[src/rtl/mem_arbiter_pkg.sv]
// Shared types for the memory arbiter.
// Holds the arbiter FSM state encoding.
package rv32i_types;

  typedef enum logic [1:0] {
    IDLE,
    SERVE_A,
    SERVE_B
  } mem_arb_state_t;

endpackage

[src/rtl/mem_arbiter_if.sv]
// Requester and physical-memory signal bundle for mem_arbiter.
// slave = arbiter view, master = requester/memory view.
interface mem_arbiter_if #(
  parameter int ADDR_WIDTH = 32
);

  logic                  read_a;
  logic [ADDR_WIDTH-1:0] address_a;
  logic                  resp_a;
  logic [31:0]           rdata_a;

  logic                  read_b;
  logic                  write;
  logic [ADDR_WIDTH-1:0] address_b;
  logic [31:0]           wdata;
  logic [3:0]            wmask;
  logic                  resp_b;
  logic [31:0]           rdata_b;

  logic                  pmem_read;
  logic                  pmem_write;
  logic [ADDR_WIDTH-1:0] pmem_address;
  logic [31:0]           pmem_wdata;
  logic [3:0]            pmem_wmask;
  logic                  pmem_resp;
  logic [31:0]           pmem_rdata;

  modport slave (
    input  read_a, address_a,
    input  read_b, write, address_b,
    input  wdata, wmask,
    input  pmem_resp, pmem_rdata,
    output resp_a, rdata_a,
    output resp_b, rdata_b,
    output pmem_read, pmem_write,
    output pmem_address,
    output pmem_wdata, pmem_wmask
  );

  modport master (
    output read_a, address_a,
    output read_b, write, address_b,
    output wdata, wmask,
    output pmem_resp, pmem_rdata,
    input  resp_a, rdata_a,
    input  resp_b, rdata_b,
    input  pmem_read, pmem_write,
    input  pmem_address,
    input  pmem_wdata, pmem_wmask
  );

endinterface

[src/rtl/mem_arbiter.sv]
// Two-port (instruction/data) arbiter onto one physical memory port.
// MEM_ARB_DPRIO_EN: data side wins ties; otherwise ties alternate.
module mem_arbiter
  import rv32i_types::*;
#(
  parameter int ADDR_WIDTH = 32
) (
  input logic         clk,
  input logic         rst,
  mem_arbiter_if.slave bus
);

  mem_arb_state_t state;
  mem_arb_state_t next;

  logic [ADDR_WIDTH-1:0] addr_q;
  logic [31:0]           wdata_q;
  logic [3:0]            wmask_q;
  logic                  wr_q;

  logic pend_a;
  logic pend_b;
  logic grant_a;
  logic grant_b;
  logic busy;

  assign pend_a = bus.read_a;
  assign pend_b = bus.read_b | bus.write;

`ifndef MEM_ARB_DPRIO_EN
  // Set when A won the most recent tie.
  logic last_a;
`endif

  always_comb begin
    next    = state;
    grant_a = 1'b0;
    grant_b = 1'b0;
    unique case (state)
      IDLE: begin
        if (pend_a && pend_b) begin
`ifdef MEM_ARB_DPRIO_EN
          grant_b = 1'b1;
`else
          grant_a = !last_a;
          grant_b = last_a;
`endif
        end else begin
          grant_a = pend_a;
          grant_b = pend_b;
        end
        if (grant_a)
          next = SERVE_A;
        else if (grant_b)
          next = SERVE_B;
      end
      SERVE_A, SERVE_B: begin
        if (bus.pmem_resp)
          next = IDLE;
      end
      default: next = IDLE;
    endcase
  end

  always_ff @(posedge clk) begin
    if (rst) begin
      state   <= IDLE;
      addr_q  <= '0;
      wdata_q <= '0;
      wmask_q <= '0;
      wr_q    <= 1'b0;
    end else begin
      state <= next;
      if (grant_a) begin
        addr_q  <= bus.address_a;
        wdata_q <= '0;
        wmask_q <= '0;
        wr_q    <= 1'b0;
      end else if (grant_b) begin
        addr_q  <= bus.address_b;
        wdata_q <= bus.wdata;
        wmask_q <= bus.wmask;
        wr_q    <= bus.write;
      end
    end
  end

`ifndef MEM_ARB_DPRIO_EN
  always_ff @(posedge clk) begin
    if (rst)
      last_a <= 1'b0;
    else if (state == IDLE && pend_a && pend_b)
      last_a <= grant_a;
  end
`endif

  // Gated by rst so a pending reset silences the bus at once.
  assign busy = (state != IDLE) && !rst;

  assign bus.pmem_read    = busy && !wr_q;
  assign bus.pmem_write   = busy && wr_q;
  assign bus.pmem_address = addr_q;
  assign bus.pmem_wdata   = wdata_q;
  assign bus.pmem_wmask   = wmask_q;

  assign bus.resp_a = busy && (state == SERVE_A)
                      && bus.pmem_resp;
  assign bus.resp_b = busy && (state == SERVE_B)
                      && bus.pmem_resp;

  assign bus.rdata_a = bus.resp_a
                       ? bus.pmem_rdata : 32'h0;
  assign bus.rdata_b = (bus.resp_b && !wr_q)
                       ? bus.pmem_rdata : 32'h0;

endmodule

[src/flat_wrapper.sv]
// flat-port wrapper written by rule: the top's interface ports become plain ports
module mem_arbiter_flat import rv32i_types::*;
#(
  parameter int ADDR_WIDTH = 32
)
  (clk, rst, bus_read_a, bus_address_a, bus_read_b, bus_write, bus_address_b, bus_wdata, bus_wmask, bus_pmem_resp, bus_pmem_rdata, bus_resp_a, bus_rdata_a, bus_resp_b, bus_rdata_b, bus_pmem_read, bus_pmem_write, bus_pmem_address, bus_pmem_wdata, bus_pmem_wmask);
  mem_arbiter_if #(.ADDR_WIDTH(ADDR_WIDTH)) bus_i ();
  input logic clk;
  input logic rst;
  input wire logic [$bits(bus_i.read_a)-1:0] bus_read_a;
  input wire logic [$bits(bus_i.address_a)-1:0] bus_address_a;
  input wire logic [$bits(bus_i.read_b)-1:0] bus_read_b;
  input wire logic [$bits(bus_i.write)-1:0] bus_write;
  input wire logic [$bits(bus_i.address_b)-1:0] bus_address_b;
  input wire logic [$bits(bus_i.wdata)-1:0] bus_wdata;
  input wire logic [$bits(bus_i.wmask)-1:0] bus_wmask;
  input wire logic [$bits(bus_i.pmem_resp)-1:0] bus_pmem_resp;
  input wire logic [$bits(bus_i.pmem_rdata)-1:0] bus_pmem_rdata;
  output wire logic [$bits(bus_i.resp_a)-1:0] bus_resp_a;
  output wire logic [$bits(bus_i.rdata_a)-1:0] bus_rdata_a;
  output wire logic [$bits(bus_i.resp_b)-1:0] bus_resp_b;
  output wire logic [$bits(bus_i.rdata_b)-1:0] bus_rdata_b;
  output wire logic [$bits(bus_i.pmem_read)-1:0] bus_pmem_read;
  output wire logic [$bits(bus_i.pmem_write)-1:0] bus_pmem_write;
  output wire logic [$bits(bus_i.pmem_address)-1:0] bus_pmem_address;
  output wire logic [$bits(bus_i.pmem_wdata)-1:0] bus_pmem_wdata;
  output wire logic [$bits(bus_i.pmem_wmask)-1:0] bus_pmem_wmask;
  assign bus_i.read_a = bus_read_a;
  assign bus_i.address_a = bus_address_a;
  assign bus_i.read_b = bus_read_b;
  assign bus_i.write = bus_write;
  assign bus_i.address_b = bus_address_b;
  assign bus_i.wdata = bus_wdata;
  assign bus_i.wmask = bus_wmask;
  assign bus_i.pmem_resp = bus_pmem_resp;
  assign bus_i.pmem_rdata = bus_pmem_rdata;
  assign bus_resp_a = bus_i.resp_a;
  assign bus_rdata_a = bus_i.rdata_a;
  assign bus_resp_b = bus_i.resp_b;
  assign bus_rdata_b = bus_i.rdata_b;
  assign bus_pmem_read = bus_i.pmem_read;
  assign bus_pmem_write = bus_i.pmem_write;
  assign bus_pmem_address = bus_i.pmem_address;
  assign bus_pmem_wdata = bus_i.pmem_wdata;
  assign bus_pmem_wmask = bus_i.pmem_wmask;
  mem_arbiter #(.ADDR_WIDTH(ADDR_WIDTH)) u_core (.clk(clk), .rst(rst), .bus(bus_i));
endmodule
[config.mk]
export PLATFORM = sky130hd
export DESIGN_NAME = mem_arbiter_flat
export DESIGN_NICKNAME = d
export VERILOG_FILES = /design/src/rtl/mem_arbiter_pkg.sv /design/src/rtl/mem_arbiter_if.sv /design/src/rtl/mem_arbiter.sv /design/src/flat_wrapper.sv
export SDC_FILE = /design/constraint.sdc
export NUM_CORES = 1
export LEC_CHECK = 0
export CORE_ASPECT_RATIO = 0.7
export CORE_MARGIN = 4
export CORE_UTILIZATION = 32
export DETAILED_ROUTE_END_ITERATION = 10
export PLACE_DENSITY = 0.77
export SETUP_SLACK_MARGIN = 0.5
export SYNTH_ARGS = -nofsm -noshare
export SYNTH_HDL_FRONTEND = slang
export SYNTH_SLANG_ARGS = --single-unit
[constraint.sdc]
create_clock -name clk -period 1.65 [get_ports clk]
set_input_delay 0.33 -clock clk [delete_from_list [all_inputs] [get_ports clk]]
set_output_delay 0.33 -clock clk [all_outputs]
set_load 0.05 [all_outputs]
== Word-level counts from Yosys, hierarchy flattened ==
Index checks and enable logic that the tools add are counted.
Word-level totals
  register bits: 72
  input port bits: 138
  output and inout bits: 136
  logic and storage cells: 45
Operators by class
  eq/ne operators: 4
  mux-type cells: 14
  bitwise logic cells: 1
  reductions and logical operators: 20
Operators with widths (count)
  $mux 32: 4
  $logic_and 1x1->1: 11
  $mux 1: 6
  $mux 2: 3
  $pmux 2 s2: 1
  $reduce_bool 2->1: 2
  $reduce_or 2->1: 2
  $logic_not 1->1: 3
  $ne 3x1->1 const B: 1
  $eq 2x1->1 const B: 1
  $eq 2x2->1 const B: 1
  $logic_not 2->1: 1
  $ne 2x2->1 const B: 1
  $reduce_and 2->1: 1
  $or 1x1->1: 1

== Depth between registers and ports, before layout ==
  word-level depth: 7
  mapped depth: 7
  depth with buffers taken out: 5

== Worst setup path after synthesis ==
No wires, ideal clock.
  path type: register to output
  start: reg u_core.state[0]
  end: out bus_rdata_a[21]
  arrival time: 2.083 ns
  data required time: 1.320 ns
  setup slack: -0.763 ns
  stages on the path, launching flop included: 7
  buffers on the path: 1
  path through: dfxtp_1 inv_1 ha_1 nor2_1 and3_1 clkbuf_1 and2_1
Between the ends
  cells in the longest elaborated chain, start to end: 5
  elaborated cells on any way between the ends: 6
  classes of those cells: eq/ne (1); mux (1); reduce/logical (4)
RTL lines
  from (decl): RTL line mem_arbiter.sv:13  | mem_arb_state_t state;
  from (signal assigned): RTL line mem_arbiter.sv:73  | state <= next;
  $reduce_bool 2->1: RTL line mem_arbiter.sv:98  | assign busy = (state != IDLE) && !rst;
  $logic_and 1x1->1: RTL line mem_arbiter.sv:98
  $logic_and 1x1->1 *: RTL line mem_arbiter.sv:106  | assign bus.resp_a = busy && (state == SERVE_A)
  $logic_and 1x1->1 *: RTL line mem_arbiter.sv:107  | && bus.pmem_resp;
  via bus_resp_a: RTL line flat_wrapper.sv:19  | output wire logic [$bits(bus_i.resp_a)-1:0] bus_resp_a;
  $mux 32 *: RTL line mem_arbiter.sv:112  | ? bus.pmem_rdata : 32'h0;
  to (decl): RTL line flat_wrapper.sv:20  | output wire logic [$bits(bus_i.rdata_a)-1:0] bus_rdata_a;
The timed path passes the listed nets; every way through them passes the cells marked *.

== Worst setup path in the final report ==
  start: reg u_core.state[0]
  end: out bus_rdata_b[23]
Between the ends
  cells in the longest elaborated chain, start to end: 6
  elaborated cells on any way between the ends: 7
  classes of those cells: eq/ne (1); mux (1); reduce/logical (5)
RTL lines
  $reduce_bool 2->1: RTL line mem_arbiter.sv:98
  $logic_and 1x1->1: RTL line mem_arbiter.sv:98
  $logic_and 1x1->1 *: RTL line mem_arbiter.sv:108  | assign bus.resp_b = busy && (state == SERVE_B)
  $logic_and 1x1->1 *: RTL line mem_arbiter.sv:109  | && bus.pmem_resp;
  $logic_and 1x1->1 *: RTL line mem_arbiter.sv:113  | assign bus.rdata_b = (bus.resp_b && !wr_q)
  $mux 32 *: RTL line mem_arbiter.sv:114  | ? bus.pmem_rdata : 32'h0;
  to (decl): RTL line flat_wrapper.sv:22  | output wire logic [$bits(bus_i.rdata_b)-1:0] bus_rdata_b;
Every way passes the cells marked *; elsewhere a longest branch is shown, timed or not.

==> flow_summary.toml <==
[grt]
grt_pass1_vias = 6118
grtUsageTotal = 0.331
grt_pass1_wl_mm = 36.5
antenna_found_initial = 0
grt_remaining_overflow = 0
grt_max_degree = 38

[setup_path]
worstSetupStartpointType = "flop"
crit_path_end_kind = "output pin"
crit_buf_inv = 3
cp_data_arrival_time_ns = 1.80
path_max_fanout = 9
critPathRequiredTime_ns = 1.32
criticalPathCategory = "flop to output pin"
cp_slowest_stage_delay_ns = 0.34
crit_family = "simple AND/OR/NAND/NOR gates"
crit_path_end = "bus_rdata_b[23]"
rr_worst_depth = 12
r2r_slack_ns = -0.40
cp_cell_sequence = "inv_2 -> ha_4 -> nor2_4 -> and4b_2 -> buf_4 -> and2_4 -> buf_12"
regToRegStartpoint = "u_core.state[0]$_SDFFE_PP0P_"
critPathLaunch = "u_core.state[0]$_SDFFE_PP0P_"
r2r_end = "u_core.bus.pmem_wdata[21]$_SDFFE_PP0P_"
path_depth = 7
cp_slowest_cell = "dfxtp_2"

[synthesis]
ys_seq_elements = 72
ys_warn_count = 0
synthTopCellsByArea = "dfxtp_1, o31ai_1, nand4_1, and2_1, a311oi_1"
synth_edf_count = 0
yosysUniqueCellTypes = 32
netlist_area_um2 = 3940
synth-seq-area-share = 0.366
synth_async_sr_flop_share = 0
synth_area_leader_cell = "dfxtp_1"
netlist_instances = 477
synth_flop_cell = "dfxtp_1"
synthesis.nets = 618
syn_avg_cell_area_um2 = 8.25
yosysTopAreaCellShare = 0.366

[run_status]
status = "finished with violations"
violations = "negative setup slack"

[cells_and_area]
fin_util = 0.939
instances_no_fill = 989
fillCellCount = 322
drive_gt1_frac = 0.677
stdcell_area_um2 = 11100
syn2layout_area_growth_pct = 183
antennaDiodeCount = 0
layout.nets = 968

[sta]
fin_crit_sh = 1.29
finalSetupTns_ns = -48.29
fin_skew_ns = 0.0103
clock.fmax_mhz = 469
relSlewSlack = 0.515
fin_ws_ns = -0.481
period_minus_slack_ns = 2.13
final-hold-violation-count = 0
tightest_slew_ns = 0.727
final_max_slew_viol_count = 0
holdWs_ns = 0.499
rsz0062_at_grt = "true"
setup_viol = 140

[place]
port_buffers = 273
place_hpwl_mm = 13.4
placed_area_um2 = 7840
pre_cts_ws_ns = -0.418
place.gp.congestion = 0.904
placedCellCount = 882

[detailed_routing]
drt_iter0_drc = 541
firstDrtPassIters = 5
wirelength_mm = 29.2
drc = 0
num_vias = 6252
antenna_left = 0
avgViaCountPerCell = 6.32
drt-wirelength-per-cell_um = 29.5

[pwr]
pwr-share-seq = 0.216
powerDensity_nw_per_um2 = 943
p_int_mw = 6.34
power.switching_mw = 4.15
pwr-share-clk = 0.227
switching_share = 0.395
total_power_mw = 10.5
combPwrFrac = 0.556
p_leak_nw = 4.25
ir_drop_mv = 0.719

[clock_network]
cts-root-buf = "clkbuf_16"
htree_levels = 3
clk_latency_ns = 0.34
cts_buffers = 9
clock_path_buffers = 2
ctsHoldBuffers = 0
path_clk_slew_ns = 0.07
clock_sinks = 72
cts_tree = "yes"

[die]
rows = 33
die_x_um = 141
dieHeight_um = 101
die_area_um2 = 14200
start_util = 0.332
core_area_um2 = 11900
ios = 274

[job]
drv_cap = 0

[min_path]
hold_class = "flop to flop"
-- routing by layer --
metal	part of all wire	track usage
met3	0.11	0.101
met1	0.36	0.392
met5	0	0
met2	0.48	0.553
met4	0.053	0.157
-- power groups by stage --
| stage | combinational, mW | clock, mW | sequential, mW |
|---|---|---|---|
| floorplan | 1.17 | 0 | 2.84 |
| global placement | 3.04 | 0 | 2.13 |
| detailed placement | 3.09 | 0 | 2.14 |
| CTS | 4.86 | 2.36 | 2.19 |
| global route | 5.95 | 2.43 | 2.29 |
| finish | 5.84 | 2.38 | 2.27 |
-- sequential cells by signal (all words and copies together), names as in the netlist --
signal	count
u_core.bus.pmem_wmask	4
u_core.bus.pmem_wdata	32
u_core.wr_q	1
u_core.state	2
u_core.bus.pmem_address	32
u_core.last_a	1
-- timing repair --
item                                    CTS  global route
cloned                                   22             6
setup buffers                            25            38
pin swaps                                25            15
resized for setup                       276           168
endpoints found under the setup margin  208           208
-- final cells by class --
cell class | instances | area, µm² | area share
tap | 157 | 196 | 0.0177
multi-input combinational | 333 | 3260 | 0.293
inverter | 3 | 27.5 | 0.00247
sequential | 72 | 1580 | 0.142
clock buffer | 9 | 225 | 0.0202
timing repair buffer | 408 | 5700 | 0.513
clock inverter | 7 | 128 | 0.0115
-- cells in the final DEF, fill, tap and decap left out, types with 2 or more instances in the layout --
cell	netlist	final
clkdlybuf4s50_1	0	136
buf_12	0	96
buf_8	0	70
nand4_1	68	68
and2_4	0	65
buf_4	2	62
dfxtp_2	0	50
o31ai_1	69	34
a21oi_2	0	34
a311oi_2	0	31
buf_16	0	21
dfxtp_4	0	20
nor3_1	33	19
o31ai_4	0	19
buf_6	0	17
o31ai_2	0	16
clkbuf_16	0	14
nor3_2	0	13
a21oi_4	0	4
nand3_1	3	3
bufinv_16	0	3
inv_2	1	2
nor2_4	0	2
and3_4	0	2
nand2_8	0	2
or2_2	1	2
ha_4	0	2
clkinv_4	0	2
dfxtp_1	72	2
-- synthesized netlist by cell type (2+ instances only) --
cell type,count
clkbuf_1,33
ha_1,3
nand2b_1,2
and2_1,66
buf_1,2
nand2_1,2
o31ai_1,69
buf_2,32
a21o_1,2
inv_1,2
nand3_1,3
a311oi_1,32
buf_4,2
dfxtp_1,72
a21oi_1,38
and3_1,2
nand4_1,68
nor3_1,33
-- cells by family after synthesis --
| family | Yosys count | share of synthesized area |
|---|---|---|
| fa+ha+maj | 3 | 0.00954 |
| flops | 72 | 0.366 |
| compound gates | 147 | 0.265 |
| buf+inv | 72 | 0.0807 |
| simple gates | 183 | 0.278 |
-- how the worst min path moves through the flow --
| stage | start | endpoint | slack (ns) | cells after the start |
|---|---|---|---|---|
| after floorplan | bus_wdata[24] | u_core.bus.pmem_wdata[24]$_SDFFE_PP0P_ | 0.48 | 2 |
| after global placement | u_core.bus.pmem_wdata[3]$_SDFFE_PP0P_ | u_core.bus.pmem_wdata[3]$_SDFFE_PP0P_ | 0.46 | 2 |
| after detailed placement | u_core.bus.pmem_wdata[30]$_SDFFE_PP0P_ | u_core.bus.pmem_wdata[30]$_SDFFE_PP0P_ | 0.46 | 2 |
| after CTS | u_core.bus.pmem_wdata[1]$_SDFFE_PP0P_ | u_core.bus.pmem_wdata[1]$_SDFFE_PP0P_ | 0.48 | 2 |
| after global routing | u_core.bus.pmem_wdata[24]$_SDFFE_PP0P_ | u_core.bus.pmem_wdata[24]$_SDFFE_PP0P_ | 0.51 | 2 |
| final | u_core.bus.pmem_wdata[18]$_SDFFE_PP0P_ | u_core.bus.pmem_wdata[18]$_SDFFE_PP0P_ | 0.50 | 2 |
-- worst register-to-register path, cell delays in order, from the launching register on --
cell and delay, ns:
dfxtp_2 0.34, inv_2 0.06, ha_4 0.17, buf_4 0.13
buf_6 0.11, buf_8 0.13, buf_6 0.11, and2_4 0.16
a21o_4 0.24, buf_12 0.14, buf_12 0.12, buf_16 0.13
a21oi_2 0.13
No activity file was read; power rests on OpenSTA's default activity.
